### config.mk
export PLATFORM = sky130hd
export DESIGN_NAME = shift_serializer
export DESIGN_NICKNAME = d
export VERILOG_FILES = /design/src/rtl/shift_pkg.sv /design/src/rtl/ser_shreg.sv /design/src/rtl/shift_serializer.sv
export SDC_FILE = /design/constraint.sdc
export NUM_CORES = 1
export LEC_CHECK = 0
export ABC_AREA = 1
export ABC_CLOCK_PERIOD_IN_PS = 1600
export CAP_MARGIN = 10
export CORE_MARGIN = 2
export CORE_UTILIZATION = 35
export CTS_CLUSTER_SIZE = 30
export DETAILED_ROUTE_END_ITERATION = 10
export PLACE_DENSITY_LB_ADDON = 0.3
export REMOVE_ABC_BUFFERS = 1
export SLEW_MARGIN = 20
export SYNTH_ARGS = -nofsm -noshare
export SYNTH_HDL_FRONTEND = slang
export SYNTH_SLANG_ARGS = --single-unit
### constraint.sdc
create_clock -name clk -period 1.6 [get_ports clk]
set_input_delay 0.48 -clock clk [delete_from_list [all_inputs] [get_ports clk]]
set_output_delay 0.48 -clock clk [all_outputs]
set_load 0.05 [all_outputs]
### src/rtl/shift_pkg.sv
`default_nettype none
// +--------------------------------------------------------------------+
// | shift_pkg : shared types/constants for shift_serializer  (rev 1.0) |
// +--------------------------------------------------------------------+
package shift_pkg;

  typedef enum logic [1:0] {
    IDLE  = 2'd0,
    SHIFT = 2'd1,
    GAP   = 2'd2
  } ser_state_t;

  localparam logic DIR_MSB_FIRST = 1'b0;
  localparam logic DIR_LSB_FIRST = 1'b1;

  localparam logic [1:0] HOLD = 2'd0;
  localparam logic [1:0] SHL  = 2'd1;
  localparam logic [1:0] SHR  = 2'd2;
  localparam logic [1:0] LOAD = 2'd3;

endpackage
`default_nettype wire

### src/rtl/ser_shreg.sv
`default_nettype none
// +--------------------------------------------------------------------+
// | ser_shreg : hold/shift-left/shift-right/load register   (rev 1.0)  |
// +--------------------------------------------------------------------+
module ser_shreg
  import shift_pkg::*;
#(
  parameter int WIDTH = 8
) (
  input  logic             clk,
  input  logic             reset,
  input  logic [1:0]       ctrl,
  input  logic [WIDTH-1:0] load_data,
  output logic [WIDTH-1:0] q
);

  always_ff @(posedge clk or posedge reset) begin
    if (reset) begin
      q <= '0;
    end else begin
      case (ctrl)
        SHL:     q <= {q[WIDTH-2:0], 1'b0};
        SHR:     q <= {1'b0, q[WIDTH-1:1]};
        LOAD:    q <= load_data;
        default: q <= q;
      endcase
    end
  end

endmodule
`default_nettype wire

### src/rtl/shift_serializer.sv
`default_nettype none
// +--------------------------------------------------------------------+
// | shift_serializer : parallel-to-serial stage with framing (rev 1.0) |
// | Optional parity bit after the data bits: define SER_PARITY_EN.     |
// +--------------------------------------------------------------------+
module shift_serializer #(
  parameter int WIDTH      = 8,
  parameter int GAP        = 0,
  parameter bit PARITY_ODD = 1'b0
) (
  input  logic             clk,
  input  logic             reset,
  input  logic             in_valid,
  output logic             in_ready,
  input  logic [WIDTH-1:0] in_data,
  input  logic             in_dir,
  output logic             ser_out,
  output logic             ser_valid,
  output logic             ser_first,
  output logic             ser_last,
  output logic             busy
);
  import shift_pkg::*;

`ifdef SER_PARITY_EN
  localparam int FRAME = WIDTH + 1;
`else
  localparam int FRAME = WIDTH;
`endif
  localparam int CW = $clog2(WIDTH + 2);
  localparam logic [CW-1:0] CNT_LAST = CW'(FRAME - 1);
  // The IDLE accept cycle is itself one idle slot, so the GAP state
  // holds for GAP-1 cycles (at least one) to keep GAP idle cycles overall.
  localparam logic [3:0] GAP_LAST = (GAP >= 2) ? 4'(GAP - 2) : 4'd0;

  ser_state_t       state;
  logic [CW-1:0]    cnt;
  logic [3:0]       gap_cnt;
  logic             dir_r;
  logic [WIDTH-1:0] shreg;
  logic [1:0]       ctrl;
  logic             last_bit;
  logic             xfer;
  logic             data_bit;
  logic             frame_bit;

  assign last_bit = (state == SHIFT) && (cnt == CNT_LAST);
  assign in_ready = !reset && ((state == IDLE) || (last_bit && (GAP == 0)));
  assign xfer     = in_valid && in_ready;

  always_comb begin
    ctrl = HOLD;
    if (xfer)
      ctrl = LOAD;
    else if (state == SHIFT)
      ctrl = (dir_r == DIR_LSB_FIRST) ? SHR : SHL;
  end

  ser_shreg #(.WIDTH(WIDTH)) u_shreg (
    .clk       (clk),
    .reset     (reset),
    .ctrl      (ctrl),
    .load_data (in_data),
    .q         (shreg)
  );

  assign data_bit = (dir_r == DIR_LSB_FIRST) ? shreg[0] : shreg[WIDTH-1];

`ifdef SER_PARITY_EN
  logic par_r;

  always_ff @(posedge clk or posedge reset) begin
    if (reset)
      par_r <= 1'b0;
    else if (xfer)
      par_r <= (^in_data) ^ PARITY_ODD;
  end

  assign frame_bit = (cnt == CW'(WIDTH)) ? par_r : data_bit;
`else
  assign frame_bit = data_bit;
`endif

  always_ff @(posedge clk or posedge reset) begin
    if (reset) begin
      state   <= IDLE;
      cnt     <= '0;
      gap_cnt <= '0;
      dir_r   <= 1'b0;
    end else begin
      case (state)
        IDLE: begin
          if (xfer) begin
            dir_r <= in_dir;
            cnt   <= '0;
            state <= SHIFT;
          end
        end
        SHIFT: begin
          if (last_bit) begin
            cnt <= '0;
            if (GAP > 0) begin
              gap_cnt <= '0;
              state   <= shift_pkg::GAP;
            end else if (xfer) begin
              dir_r <= in_dir;
              state <= SHIFT;
            end else begin
              state <= IDLE;
            end
          end else begin
            cnt <= cnt + 1'b1;
          end
        end
        shift_pkg::GAP: begin
          if (gap_cnt >= GAP_LAST)
            state <= IDLE;
          else
            gap_cnt <= gap_cnt + 1'b1;
        end
        default: state <= IDLE;
      endcase
    end
  end

  assign ser_valid = (state == SHIFT);
  assign ser_out   = ser_valid && frame_bit;
  assign ser_first = ser_valid && (cnt == '0);
  assign ser_last  = last_bit;
  assign busy      = (state != IDLE);

endmodule
`default_nettype wire

Word-level counts from Yosys, hierarchy flattened

Cells that the tools add are included.

Bits in registers: 19
Input port bits: 12
Output and inout bits: 6
Memory bits (writable): 0
Bits in latches: 0
Word-level logic and storage cells: 50
Memories kept: 0
Bits in read-only memories: 0

Muxes and demuxes: 16
Shifts and indexed selects: 0
$mul: 0
Bitwise operators: 1
Reduce and logical (&&, ||, !) cells: 16
Divide/modulo/power cells: 0
Equality and inequality tests: 9
Add/subtract/negate cells: 2
$lt $le $gt $ge: 1

Operators by type and width:

| operator                                               | count |
|---|---|
| one-hot mux 8 bit (3 select lines)                     | 1 |
| 2-to-1 mux 2 bit                                       | 6 |
| adder 4 x 1 -> 4 bit (second input constant)           | 2 |
| 2-to-1 mux 4 bit                                       | 2 |
| one-hot mux 4 bit (2 select lines)                     | 1 |
| == test 2 bit (second input constant)                  | 3 |
| one-hot mux 2 bit (3 select lines)                     | 1 |
| AND reduction 2 bit                                    | 3 |
| logical AND 1 bit                                      | 5 |
| == test 2 x 1 -> 1 bit (second input constant)         | 2 |
| == test 4 x 3 -> 1 bit (second input constant)         | 1 |
| >= comparator 4 x 1 -> 1 bit (second input constant)   | 1 |
| logical NOT 4 bit                                      | 1 |
| 2-to-1 mux 1 bit                                       | 4 |
| inequality test 2 bit (second input constant)          | 2 |
| nonzero test 2 bit                                     | 2 |
| AND reduction 3 bit                                    | 1 |
| nonzero test 3 bit                                     | 1 |
| logical NOT 2 bit                                      | 1 |
| inequality test 2 x 1 -> 1 bit (second input constant) | 1 |
| one-hot mux 1 bit (2 select lines)                     | 1 |
| logical NOT 1 bit                                      | 1 |
| logical OR 1 bit                                       | 1 |
| NOT 1 bit                                              | 1 |

Longest topological paths before layout

Gate-level depths: netlist of run 1.

Word-level depth: 8
Mapped depth: 9
Depth with buffers taken out: 9

Cells and area by module

Synthesis of run 1 repeated with hierarchy kept, for this count alone.

Cells, all modules: 117
Area total of the unflattened synthesis: 857.1 um^2

Modules (own cells, without submodules):

| module           | times used | area each (um^2) | seq. area each (um^2) | cells an instance |
|---|---|---|---|---|
| ser_shreg        | 1          | 486.7            | 200.2                 | 66 |
| shift_serializer | 1          | 370.4            | 150.1                 | 51 |

Worst setup path before layout of run 1

Ideal clock, no wire load.

Kind: flip-flop to output port
Start point: register state[0]
End point: output port ser_first
Arrival: 2.006 ns
Data required time: 1.120 ns
Path buffers: 1
Slack: -0.886 ns
Stages on the path, launching flop included: 4
Path through: dfrtp_1 -> buf_4 -> nand2_1 -> nor3_1

Cells in the longest elaborated chain, start to end: 2

Ends and longest elaborated chain:

| what                     | RTL line                | RTL |
|---|---|---|
| start: declaration       | shift_serializer.sv:36  | `ser_state_t state;` |
| start signal: assignment | shift_serializer.sv:104 | `state <= shift_pkg::GAP;` |
| == test 2 x 1 -> 1 bit   | shift_serializer.sv:126 | `assign ser_valid = (state == SHIFT);` |
| logical AND 1 bit        | shift_serializer.sv:128 | `assign ser_first = ser_valid && (cnt == '0);` |
| end: declaration         | shift_serializer.sv:19  | `output logic ser_first,` |

Every way passes these cells.

Final worst setup path of run 1

Start point: register cnt[0]
End point: output port in_ready

Cells in the longest elaborated chain, start to end: 4

Ends and longest elaborated chain:

| what                     | RTL line                | RTL |
|---|---|---|
| start: declaration       | shift_serializer.sv:37  | `logic [CW-1:0] cnt;` |
| start signal: assignment | shift_serializer.sv:112 | `cnt <= cnt + 1'b1;` |
| == test 4 x 3 -> 1 bit   | shift_serializer.sv:47  | `assign last_bit = (state == SHIFT) && (cnt == CNT_LAST);` |
| logical AND 1 bit        | shift_serializer.sv:47  |  |
| logical OR 1 bit         | shift_serializer.sv:48  | `assign in_ready = !reset && ((state == IDLE) \|\| (last_bit && (GAP == 0)));` |
| logical AND 1 bit        | shift_serializer.sv:48  |  |
| end: declaration         | shift_serializer.sv:14  | `output logic in_ready,` |

Every way passes these cells.

==> metrics.yaml, run 1 <==
root_buffer: "clkbuf_4"
ys_seq_elements: 14
cp.required_ns: 1.12
wl_per_cell_microns: 12.6
cts_htree_levels: 1
cts_tree: "done"
layout_setup_ws_ns: -0.242
min_path_type: "flop to flop"
synth_cells: 114
viasPerCell: 4.89
worst_skew_pair.late_latency_ns: 0.28
worst-path-max-fanout: 4
setup.worst_path.start_class: "flop"
grt_overflow_total: 0
rsz0062_at_grt: "true"
max_freq_ghz: 0.543
cts_buffers: 3
slew_violations: 0
ys_seq_area_share_pct: 40.3
route.final.wire_length_mm: 2.27
outcome: "finished, violations left"
netlist_area_sq_um: 870
rows: 18
drtIter0Drc: 12
violations: "setup timing"
fin_crit_sh_pct: 115
grt_max_degree: 18
clockBufferDepth: 2
p_leak_nw: 0.671
gp_congestion: 0.816
die_w_microns: 53.8
worstSetupPathType: "flop to primary output"
drc_errors: 0
ant_nets: 0
final_hold_viol_count: 0
dp_cells: 166
grt_pass1_vias: 759
vias: 880
io_pins: 18
core-area_sq_um: 2410
cts_hold_repair.buffers: 0
synth_cell_types: 18
port-buffer-count: 17
area_growth_pct: 62.2
clkTransAtPathRegs_ns: 0.10
die-area_sq_um: 2900
drive_above_1_share_pct: 36.7
max-cap-violations: 0
cp.arrival_ns: 1.36
finClkSkew_ns: 0.0132
cp-end-kind: "primary output"
fin_tns_setup_ns: -0.829
setup_viol_count_final: 8
start_util_pct: 36.1
worst_slew_pin_slew_ns: 0.464
slew_headroom_pct: 69.0
grt_usage_pct: 16.0
antenna_cells: 0
hpwl_mm: 1.49
syn_avg_cell_area_sq_um: 7.63
firstDrtPassIters: 4
power_density_nw_per_um2: 1990
layout.cells.non_filler: 180
die_h_microns: 53.8
ir_drop_mv: 1.16
layout.nets: 165
ys_warn_count: 0
antenna_found_initial: 0
period_needed_ns: 1.84
clock_sinks: 14
grt_pass1_wl_mm: 3.29
==> power breakdown <==
part	internal [mW]	leakage [nW]	switching (mW)
logic	0.830	0.480	0.972
registers	0.531	0.170	0.212
clock network	0.138	0.0210	0.118
total	1.50	0.671	1.30
==> path summary, 6_finish.rpt <==
| path | slack, ns | to | cells after the start | start |
|---|---|---|---|---|
| worst min-delay path | 0.58 | u_shreg.q[0]$_DFFE_PP0P_ | 2 | u_shreg.q[1]$_DFFE_PP0P_ |
| min in group asynchronous | 0.74 | u_shreg.q[0]$_DFFE_PP0P_ | 3 | reset |
| max in group asynchronous | 0.66 | u_shreg.q[3]$_DFFE_PP0P_ | 3 | reset |
| worst min register to register | 0.58 | u_shreg.q[0]$_DFFE_PP0P_ | 2 | u_shreg.q[1]$_DFFE_PP0P_ |
| worst max register to register | -0.02 | u_shreg.q[6]$_DFFE_PP0P_ | 10 | cnt[0]$_DFFE_PP0P_ |
| worst max-delay path | -0.24 | in_ready | 4 | cnt[0]$_DFFE_PP0P_ |
==> flip-flops by register name, indices dropped and copies added, names as in the netlist <==
| name | flops |
|---|---|
| cnt | 4 |
| dir_r | 1 |
| state | 1 |
| u_shreg.q | 8 |
==> logic make-up (layout without fill, tap and decap cells) <==
| family | after synthesis | after routing | synth area share [%] |
|---|---|---|---|
| fa+ha+maj | 2 | 2 | 2.88 |
| flops | 14 | 14 | 40.3 |
| compound gates | 7 | 7 | 6.76 |
| buf+inv | 16 | 50 | 9.21 |
| xor+xnor | 2 | 2 | 2.01 |
| simple gates | 73 | 75 | 38.8 |
==> cell type report <==
class                   instances  area [sq um]
well taps                      30          37.5
repair buffers                 35           375
flip-flops and latches         14           350
multi-input cells              86           567
inverters                      11          43.8
fillers                       204          1000
clock buffers                   4          36.3
==> per-layer routing <==
layer | up-vias | part of all wire (%) | global-route usage (%) | wire length [microns]
li1 | 442 | - | - | -
met1 | 415 | 42 | 20.6 | 949
met2 | 17 | 52 | 26.6 | 1190
met3 | 6 | 3.6 | 5.00 | 81
met4 | 0 | 2.2 | 2.56 | 51
met5 | - | 0 | 0 | 0
==> per-stage QoR <==
stage	hold WS, ns	total power, mW	instance area, sq um	util, %	worst slack (ns)
after floorplan	0.430	1.57	831	-	-1.20
after detailed placement	0.528	2.17	1170	48.7	-0.227
after global routing	0.604	3.03	1410	58.5	-0.302
after CTS	0.550	2.53	1260	52.2	-0.250
after global placement	0.517	2.15	1170	48.7	-0.199
final	0.575	2.80	1410	58.5	-0.242
==> cell usage after synthesis <==
cell | instances | area share [%]
a21oi_4 | 2 | 3.7
nor2_1 | 20 | 8.6
o22ai_1 | 1 | 0.72
nor3_1 | 1 | 0.57
buf_2 | 1 | 0.57
xnor2_1 | 1 | 1.0
nand2_1 | 27 | 12
buf_6 | 1 | 1.3
nand2_4 | 1 | 1.3
inv_1 | 10 | 4.3
inv_2 | 1 | 0.43
ha_1 | 2 | 2.9
buf_4 | 3 | 2.6
xor2_1 | 1 | 1.0
dfrtp_1 | 14 | 40
nand3_1 | 22 | 13
o21ai_0 | 4 | 2.3
nand3_4 | 2 | 4.0
==> cells in the final DEF, fill, tap and decap left out, drive strengths merged <==
cell,count
a21oi,2
buf,24
clkbuf,4
clkdlybuf4s50,10
dfrtp,14
dlymetal6s2s,1
ha,2
inv,11
nand2,28
nand3,26
nor2,20
nor3,1
o21ai,4
o22ai,1
xnor2,1
xor2,1
==> worst max-delay path: stages, from the launching register on <==
cell and delay [ns]:
dfrtp_1 0.44, ha_4 0.17, nand3_4 0.10, a21oi_4 0.21, buf_12 0.16
==> what timing repair did <==
item,CTS,global route
setup buffers,3,5
cloned,0,2
pin swaps,3,5
gates resized for setup,8,22
endpoints found under the setup margin,4,15
(Power assumes the default switching activity.)
==> run 2: changes to the inputs <==
--- a/config.mk
+++ b/config.mk
@@ -8,7 +8,8 @@
 export ABC_AREA = 1
 export ABC_CLOCK_PERIOD_IN_PS = 1600
 export CAP_MARGIN = 10
-export CORE_MARGIN = 2
+export CORE_ASPECT_RATIO = 1.5
+export CORE_MARGIN = 5
 export CORE_UTILIZATION = 35
 export CTS_CLUSTER_SIZE = 30
 export DETAILED_ROUTE_END_ITERATION = 10
==> metrics.yaml, run 2 (synthesis results as in run 1) <==
worstSetupPathType: "flop to primary output"
rows: 22  # +4
gp_congestion: 0.845  # +3.5%
p_seq_share_pct: 27.9  # +1.4 points
fin_util_pct: 53.3  # -5.2 points
mostFrequentLayoutCells: "nand2_1 (26), nand3_1 (22), nor2_1 (17), buf_4 (17), dfrtp_1 (12)"
firstDrtPassIters: 4  # unchanged
cts_buffers: 3  # unchanged
largest_reg_flops: 8  # unchanged
slew_violations: 0  # unchanged
root_buffer: "clkbuf_4"
top_regs: "u_shreg.q x8, cnt x4"
worst-path-max-fanout: 5  # +1
hpwl_mm: 1.66  # +11%
vias: 847  # -3.8%
grt_pass1_wl_mm: 3.57  # +8.6%
cts_tree: "done"
die_h_microns: 71.0  # +32%
ir_drop_mv: 0.809  # -30%
period_needed_ns: 1.85  # +0.00400 ns
rsz0062_at_grt: "true"
setup_viol_count_final: 4  # -4
grt_usage_pct: 13.0  # -3.0 points
layout_setup_ws_ns: -0.246  # -0.00400 ns
cp.required_ns: 1.12  # about the same
antenna_cells: 0  # unchanged
slew_headroom_pct: 82.2  # +13 points
cts_htree_levels: 1  # unchanged
power_switching_mw: 1.19  # -8.6%
wl_per_cell_microns: 12.4  # -1.8%
power_density_nw_per_um2: 2010  # +1.4%
grt_max_degree: 18  # unchanged
max_freq_ghz: 0.542  # -0.22%
core-area_sq_um: 2420  # +0.52%
drtIter0Drc: 33  # +21
min_path_type: "flop to flop"
worst_slew_pin_slew_ns: 0.267  # -0.197 ns
placed_cell_area_sq_um: 1190  # +1.3%
cts_hold_repair.buffers: 0  # unchanged
power_frac_clock_pct: 10.2  # +1.0 points
final_hold_viol_count: 0  # unchanged
switching_share_pct: 45.8  # -0.70 points
grt_pass1_vias: 807  # +6.3%
drc_errors: 0  # unchanged
regMostFlops: "u_shreg.q"
ant_nets: 0  # unchanged
route.final.wire_length_mm: 2.13  # -6.2%
layout.nets: 163  # -1.2%
cp.arrival_ns: 1.37  # about the same
combPwrFrac_pct: 61.9  # -2.4 points
finClkSkew_ns: 0.00225  # -0.0110 ns
clockBufferDepth: 2  # unchanged
die_w_microns: 50.7  # -5.8%
worst_skew_pair.late_latency_ns: 0.29  # about the same
violations: "setup timing"
antenna_found_initial: 0  # unchanged
outcome: "finished, violations left"
max-cap-violations: 0  # unchanged
drive_above_1_share_pct: 30.4  # -6.3 points
setup.worst_path.start_class: "flop"
io_pins: 18  # unchanged
clkTransAtPathRegs_ns: 0.09  # about the same
power_mw: 2.60  # -7.2%
p_leak_nw: 0.639  # -4.8%
grt_overflow_total: 0  # unchanged
fin_crit_sh_pct: 115  # +0.25 points
start_util_pct: 35.9  # -0.19 points
final_area_sq_um: 1290  # -8.4%
die-area_sq_um: 3600  # +24%
port-buffer-count: 17  # unchanged
viasPerCell: 4.92  # +0.73%
cp-end-kind: "primary output"
clock_sinks: 14  # unchanged
intPower_mw: 1.41  # -6.0%
area_growth_pct: 48.5
fin_tns_setup_ns: -0.676  # +0.153 ns
mostFrequentLayoutCell: "nand2_1"
## run 2: worst max-delay path, stage by stage (launching register included)
cell and delay, ns:
dfrtp_2 0.42, ha_2 0.22, nand3_4 0.10, a21oi_4 0.18, buf_12 0.15
## run 2: repair_timing
action | in CTS | in global routing
pin swaps | 1 | 1
setup buffers | 0 | 4
cloned | 0 | 1
setup endpoints to repair | 7 | 11
resized for setup | 6 | 7
## run 2: worst paths after layout
kind | from | slack (ns) | to | cells after the start
worst min-delay path | u_shreg.q[4]$_DFFE_PP0P_ | 0.56 | u_shreg.q[4]$_DFFE_PP0P_ | 2
worst min register to register | u_shreg.q[4]$_DFFE_PP0P_ | 0.56 | u_shreg.q[4]$_DFFE_PP0P_ | 2
worst max-delay path | cnt[0]$_DFFE_PP0P_ | -0.25 | in_ready | 4
max in group asynchronous | reset | 0.75 | cnt[0]$_DFFE_PP0P_ | 3
min in group asynchronous | reset | 0.67 | u_shreg.q[2]$_DFFE_PP0P_ | 3
worst max register to register | cnt[0]$_DFFE_PP0P_ | 0.07 | u_shreg.q[2]$_DFFE_PP0P_ | 10
## run 2: stage by stage
step,hold WS (ns),cells,worst slack [ns]
after floorplan,0.430,109,-1.20
after global placement,0.526,163,-0.193
after detailed placement,0.522,163,-0.239
after CTS,0.548,167,-0.262
after global routing,0.582,172,-0.295
final,0.559,172,-0.246
## run 2: area by class of cell
| class | instances | area (sq um) |
|---|---|---|
| clock buffer | 4 | 36.3 |
| fill | 243 | 1130 |
| inverter | 11 | 41.3 |
| multi-input combinational | 85 | 473 |
| sequential | 14 | 353 |
| tap | 24 | 30.0 |
| timing repair buffer | 34 | 358 |
## run 2: metal layers
layer	track usage [%]	wire, microns	vias to the layer above
met5	0	0	-
met2	22.9	1140	24
li1	-	-	434
met3	2.11	102	4
met4	7.67	44	0
met1	14.1	840	385
## run 2: power groups by stage
| stage | clock network (mW) | logic, mW | registers, mW |
|---|---|---|---|
| 2_1_floorplan | 0 | 0.803 | 0.766 |
| 3_3_place_gp | 0 | 1.48 | 0.701 |
| 3_5_place_dp | 0 | 1.51 | 0.708 |
| 4_1_cts | 0.271 | 1.54 | 0.710 |
| 5_1_grt | 0.292 | 1.78 | 0.747 |
| 6_report | 0.265 | 1.61 | 0.726 |
